<file path="src/rtl/stage_mm_pkg.sv">
// Shared widths and FSM encodings for the memory stage; these macros stand in for defines.vh.
// Each can be overridden on the command line; MM_TIMEOUT_EN is consumed by stage_mm.sv.
`ifndef DATA_W
`define DATA_W 32
`endif
`ifndef REG_ADDR_W
`define REG_ADDR_W 5
`endif
`ifndef MM_ST_IDLE
`define MM_ST_IDLE 1'b0
`endif
`ifndef MM_ST_WAIT
`define MM_ST_WAIT 1'b1
`endif

package stage_mm_pkg;
  localparam int MM_DATA_W     = `DATA_W;
  localparam int MM_REG_ADDR_W = `REG_ADDR_W;

  typedef enum logic {
    MM_IDLE = `MM_ST_IDLE,
    MM_WAIT = `MM_ST_WAIT
  } mm_state_e;
endpackage

</file>
<file path="src/rtl/stage_mm.sv">
// Memory-access pipeline stage: issues one data-memory request per load/store and stalls upstream
// until dmem_ack. Define MM_TIMEOUT_EN to abandon a request after ACK_TIMEOUT silent WAIT cycles.
module stage_mm
  import stage_mm_pkg::*;
#(
  parameter int ACK_TIMEOUT = 15
) (
  input  logic                     clk,
  input  logic                     rst_n,
  input  logic                     en,
  input  logic                     in_flush,
  input  logic                     in_reg_wr,
  input  logic [MM_REG_ADDR_W-1:0] in_reg_addr_rd,
  input  logic [MM_DATA_W-1:0]     in_alu_res,
  input  logic                     in_mem_rd,
  input  logic                     in_mem_wr,
  input  logic [MM_DATA_W-1:0]     in_mem_wdata,
  output logic                     dmem_req,
  output logic                     dmem_we,
  output logic [MM_DATA_W-1:0]     dmem_addr,
  output logic [MM_DATA_W-1:0]     dmem_wdata,
  input  logic                     dmem_ack,
  input  logic [MM_DATA_W-1:0]     dmem_rdata,
  output logic                     stall_req,
  output logic                     out_reg_wr,
  output logic [MM_REG_ADDR_W-1:0] out_reg_addr_rd,
  output logic [MM_DATA_W-1:0]     out_reg_data,
  output logic                     out_flush,
  output logic                     ffw_MM_reg_wr,
  output logic [MM_REG_ADDR_W-1:0] ffw_MM_reg_addr_rd,
  output logic [MM_DATA_W-1:0]     ffw_MM_reg_data_rd,
  output logic                     err,
  output mm_state_e                state_dbg
);

  // Memory handshake: dmem_req rises with address/data/we and all four stay stable until the
  // single-cycle dmem_ack; the ack completes the transfer only while en=1 and only in WAIT.
  mm_state_e state, state_nxt;
  logic      mop;
  logic      ack_take;
  logic      timeout_hit;

  assign mop      = !in_flush && (in_mem_rd || in_mem_wr);
  assign ack_take = en && dmem_ack;

`ifdef MM_TIMEOUT_EN
  localparam int CNT_W = $clog2(ACK_TIMEOUT + 1);
  logic [CNT_W-1:0] wait_cnt;

  assign timeout_hit = en && (state == MM_WAIT) && !dmem_ack &&
                       (wait_cnt == CNT_W'(ACK_TIMEOUT - 1));

  always_ff @(posedge clk) begin
    if (!rst_n) begin
      wait_cnt <= '0;
      err      <= 1'b0;
    end else if (en) begin
      err <= timeout_hit;
      if (state == MM_WAIT && !dmem_ack && !timeout_hit) wait_cnt <= wait_cnt + 1'b1;
      else                                               wait_cnt <= '0;
    end
  end
`else
  logic unused_ack_timeout;
  assign unused_ack_timeout = ACK_TIMEOUT[0];
  assign timeout_hit        = 1'b0;
  assign err                = 1'b0;
`endif

  assign stall_req = ((state == MM_IDLE) && en && mop) ||
                     ((state == MM_WAIT) && !ack_take && !timeout_hit);

  always_comb begin
    state_nxt = state;
    if (en) begin
      case (state)
        MM_IDLE: if (mop) state_nxt = MM_WAIT;
        MM_WAIT: if (dmem_ack || timeout_hit) state_nxt = MM_IDLE;
        default: state_nxt = MM_IDLE;
      endcase
    end
  end

  always_ff @(posedge clk) begin
    if (!rst_n) state <= MM_IDLE;
    else        state <= state_nxt;
  end

  always_ff @(posedge clk) begin
    if (!rst_n) begin
      dmem_req        <= 1'b0;
      dmem_we         <= 1'b0;
      dmem_addr       <= '0;
      dmem_wdata      <= '0;
      out_flush       <= 1'b1;
      out_reg_wr      <= 1'b0;
      out_reg_addr_rd <= '0;
      out_reg_data    <= '0;
    end else if (en) begin
      case (state)
        MM_IDLE: begin
          if (mop) begin
            dmem_req   <= 1'b1;
            dmem_we    <= in_mem_wr;
            dmem_addr  <= in_alu_res;
            dmem_wdata <= in_mem_wdata;
            out_flush  <= 1'b1;
          end else begin
            out_reg_data    <= in_alu_res;
            out_reg_wr      <= in_reg_wr && !in_flush;
            out_reg_addr_rd <= in_reg_addr_rd;
            out_flush       <= in_flush;
          end
        end
        MM_WAIT: begin
          if (dmem_ack) begin
            dmem_req        <= 1'b0;
            out_reg_data    <= in_mem_rd ? dmem_rdata : in_alu_res;
            out_reg_wr      <= in_reg_wr && !in_mem_wr;
            out_reg_addr_rd <= in_reg_addr_rd;
            out_flush       <= 1'b0;
          end else begin
            if (timeout_hit) dmem_req <= 1'b0;
            out_flush <= 1'b1;
          end
        end
        default: ;
      endcase
    end
  end

  assign ffw_MM_reg_wr      = out_reg_wr && !out_flush;
  assign ffw_MM_reg_addr_rd = out_reg_addr_rd;
  assign ffw_MM_reg_data_rd = out_reg_data;
  assign state_dbg          = state;

endmodule
</file>
<file path="config.mk">
export PLATFORM = sky130hd
export DESIGN_NAME = stage_mm
export DESIGN_NICKNAME = d
export VERILOG_FILES = /design/src/rtl/stage_mm_pkg.sv /design/src/rtl/stage_mm.sv
export SDC_FILE = /design/constraint.sdc
export NUM_CORES = 1
export LEC_CHECK = 0
export ABC_CLOCK_PERIOD_IN_PS = 1500
export BUFFER_PORTS_ARGS = -buffer_cell sky130_fd_sc_hd__clkbuf_2
export CORE_MARGIN = 2
export CORE_UTILIZATION = 42
export DETAILED_ROUTE_END_ITERATION = 16
export GPL_TIMING_DRIVEN = 1
export PLACE_DENSITY_LB_ADDON = 0.2
export SYNTH_ARGS = -nofsm -noshare
export SYNTH_HDL_FRONTEND = slang
export SYNTH_SLANG_ARGS = --single-unit
</file>
<file path="constraint.sdc">
create_clock -name clk -period 1.5 [get_ports clk]
set_input_delay 0.15 -clock clk [delete_from_list [all_inputs] [get_ports clk]]
set_output_delay 0.15 -clock clk [all_outputs]
set_load 0.05 [all_outputs]
</file>
==> results.sh <==
export IMPL_synthCells=563
export IMPL_cts_buffers=9
export IMPL_num_rows=40
export IMPL_start_util=0.4250
export IMPL_synth_top_area_frac=0.4192
export IMPL_end_kind="primary output"
export IMPL_path_max_fanout=9
export IMPL_clkSlewWorstSetupHoldPaths_ps=70
export IMPL_viasPerCell=5.184
export IMPL_htreeDepth=3
export IMPL_grtUsageTotal=0.2089
export IMPL_routed_wl_um=13590
export IMPL_tns_ps=0
export IMPL_coreArea_mm2=0.01191
export IMPL_holdCritPathClass="in -> reg"
export IMPL_peakVddDrop_v=0.0004515
export IMPL_timing_rr_start="state_dbg$_SDFFE_PN0P_"
export IMPL_seqPwrFrac=0.417
export IMPL_area_delta_synth_final_pct=29.63
export IMPL_wl_met3_um=927
export IMPL_synth_cell_types=22
export IMPL_antenna_left=0
export IMPL_leakage_nw=3.168
export IMPL_grt_pass1_wl_um=21920
export IMPL_stdcell_count=908
export IMPL_switching_share=0.3413
export IMPL_dp_slack_ps=23.70
export IMPL_ff2ff_setup_slack_ps=130
export IMPL_cts_tree="yes"
export IMPL_yosys_warnings=0
export IMPL_final_net_count=865
export IMPL_fp_dieH_um=113.8
export IMPL_syn_area_per_cell_um2=8.992
export IMPL_fp_dieW_um=113.8
export IMPL_cpPeakStageDelay_ps=380
export IMPL_p_int_mw=4.940
export IMPL_antenna_found_initial=0
export IMPL_synth_seq_cells=106
export IMPL_power_density_mw_per_mm2=1143
export IMPL_dr_max_layer_used="met4"
export IMPL_status="completed"
export IMPL_grt_max_degree=91
export IMPL_io_buffers=253
export IMPL_synth_edf_count=0
export IMPL_finalWeightedCongestion=0.7489
export IMPL_max_freq_ghz=0.7128
export IMPL_root_buffer="clkbuf_16"
export IMPL_timing_final_ws_setup_ps=97.01
export IMPL_p_comb_frac=0.255
export IMPL_hold_depth=3
export IMPL_multiInputGateArea_mm2=0.002407
export IMPL_clockPowerShare=0.328
export IMPL_design_area_mm2=0.006563
export IMPL_hold_slack_ps=34.19
export IMPL_worstRegToRegCells=5
export IMPL_num_antenna_cells=0
export IMPL_slowest_stage="dfxtp_4"
export IMPL_holdCritStartpoint="in_mem_wdata[4]"
export IMPL_maxCapViolations=0
export IMPL_drive_above_1_share=0.3890
export IMPL_fin_crit_sh=0.9353
export IMPL_whs_endpoint="dmem_wdata[4]$_SDFFE_PN0P_"
export IMPL_synthArstFlopShare=0
export IMPL_dr_pass1_iters=4
export IMPL_finalHoldViolations=0
export IMPL_via_count=4707
export IMPL_fin_crit_ps=1403
export IMPL_synthMostInstantiatedCell="nand2_1"
export IMPL_worst_path_buf_inv=1
export IMPL_wl_per_cell_um=14.97
export IMPL_synth_top_area_cell="dfxtp_1"
export IMPL_dp_cells=888
export IMPL_reg2reg_to="ffw_MM_reg_data_rd[12]$_SDFFE_PN0P_"
export IMPL_skew_ps=6.176
export IMPL_setup_violations=0
export IMPL_grt_overflow_total=0
export IMPL_dieArea_mm2=0.01295
export IMPL_netlist_area_mm2=0.005062
export IMPL_drt_initial_drc_count=242
export IMPL_critPathKind="reg -> out"
export IMPL_drt_met1_wl_um=5762
export IMPL_placed_area_mm2=0.006208
export IMPL_syn_num_nets=672
export IMPL_grt_pass1_vias=4429
export IMPL_clkLatencyLatePin_ps=340
export IMPL_wl_met2_um=6822
export IMPL_maxSlewViolCount=0
export IMPL_crit_chain="nor2_4, nand3_1, nand2_1, clkbuf_8"
export IMPL_p_total_mw=7.500
export IMPL_switching_power_mw=2.560
export IMPL_cp_arrival_ps=1250
export IMPL_cp_start_kind="flop"
export IMPL_final_util=0.5509
export IMPL_fill_cells=1108
export IMPL_drcViolationCount=0
export IMPL_regArea_mm2=0.002126
export IMPL_cts_sinks=106
export IMPL_path_delay_family="flip-flops"
export IMPL_synth_seq_area_share=0.4192
export IMPL_synthTopCellsByArea="dfxtp_1, mux2i_1, nand2_1"
export IMPL_rsz0062_at_grt="no"
export IMPL_cts_path_max_buffers=2
export IMPL_synth_top_flop_cell="dfxtp_1"
export IMPL_synth_common_cells="nand2_1, dfxtp_1, mux2i_1, o211ai_1, buf_4"
export IMPL_crit_required_ps=1350
export IMPL_dpl_hpwl_um=9859
export IMPL_top_level_ports=255
[what timing repair did]
item                                    in CTS  in global routing
resized for setup                            2                  0
endpoints found under the setup margin       1                 24
setup buffers                                0                  4
hold buffers                                 0                  0
pin swaps                                    0                  1
[kinds of logic (layout without fill, tap and decap cells)]
group,count (synthesis),count (layout),synth area share
and+or+nand+nor,190,190,0.1604
DFF,106,106,0.4192
other,1,1,0.0007408
buffers and inverters,93,291,0.1102
muxes,102,102,0.2017
AOI/OAI and AO/OA,71,71,0.1078
[tightest hold or removal path: stages]
cell,delay [ps]
clkbuf_2,80
nand2_1,40
mux2i_1,50
[power by group through the flow]
stage	Clock (mW)	Sequential, mW	Combinational, mW
6_report	2.46	3.13	1.91
5_1_grt	2.63	3.15	2.03
4_1_cts	2.53	3.13	1.92
3_5_place_dp	0	3.19	1.92
3_3_place_gp	0	3.18	1.89
2_1_floorplan	0	3.75	0.912
[final cells by class]
| class | count | area share |
|---|---|---|
| flip-flops and latches | 106 | 0.3239 |
| multi-input cells | 364 | 0.3668 |
| repair buffers | 274 | 0.2326 |
| well taps | 147 | 0.02803 |
| inverters | 1 | 0.0005720 |
| clock inverters | 4 | 0.007245 |
| clock buffers | 12 | 0.04080 |
[worst max-delay path by stage]
stage | end | cells past startpoint | start
floorplan | ffw_MM_reg_data_rd[10]$_SDFFE_PN0P_ | 6 | state_dbg$_SDFFE_PN0P_
global placement | ffw_MM_reg_data_rd[7]$_SDFFE_PN0P_ | 4 | state_dbg$_SDFFE_PN0P_
detailed placement | ffw_MM_reg_data_rd[12]$_SDFFE_PN0P_ | 4 | state_dbg$_SDFFE_PN0P_
CTS | ffw_MM_reg_data_rd[12]$_SDFFE_PN0P_ | 4 | state_dbg$_SDFFE_PN0P_
global route | stall_req | 4 | state_dbg$_SDFFE_PN0P_
finish | stall_req | 4 | state_dbg$_SDFFE_PN0P_
[flip-flops by register name, summed over array words and instances, names as in the netlist]
signal,count
dmem_addr,32
dmem_req,1
dmem_wdata,32
dmem_we,1
ffw_MM_reg_addr_rd,5
ffw_MM_reg_data_rd,32
out_flush,1
out_reg_wr,1
state_dbg,1
[layer usage]
layer  vias to the layer above  track usage
li1                       2323            -
met1                      2195       0.2596
met2                       182       0.3673
met3                         7      0.04782
met4                         0      0.05203
met5                         -            0
[placed cells by master (no fill, tap or decap)]
cell type   Yosys  layout
buf_6           7       1
clkbuf_1       35       1
dfxtp_4         0       1
o211ai_1       65      65
bufinv_16       0       1
nand4_1        33      33
clkinvlp_4      0       1
clkinv_1        1       1
a211o_1         1       1
nand2_2         0       1
buf_4          38      14
clkinv_2        0       2
nand3_1         3       3
o311ai_0        1       1
nand2_1       148     147
conb_1          1       1
o21ai_1         1       1
nor2b_4         0       1
nor2b_2         0       1
mux2i_1       102     102
clkbuf_8        0       2
a21boi_0        2       2
clkbuf_2        0     251
or2_1           1       1
nor2_4          0       1
nor2b_1         3       1
clkbuf_16       0      10
dfxtp_1       106     105
and3_4          0       1
a211oi_4        1       1
buf_12          0       7
No activity file was read; power rests on OpenSTA's default activity.
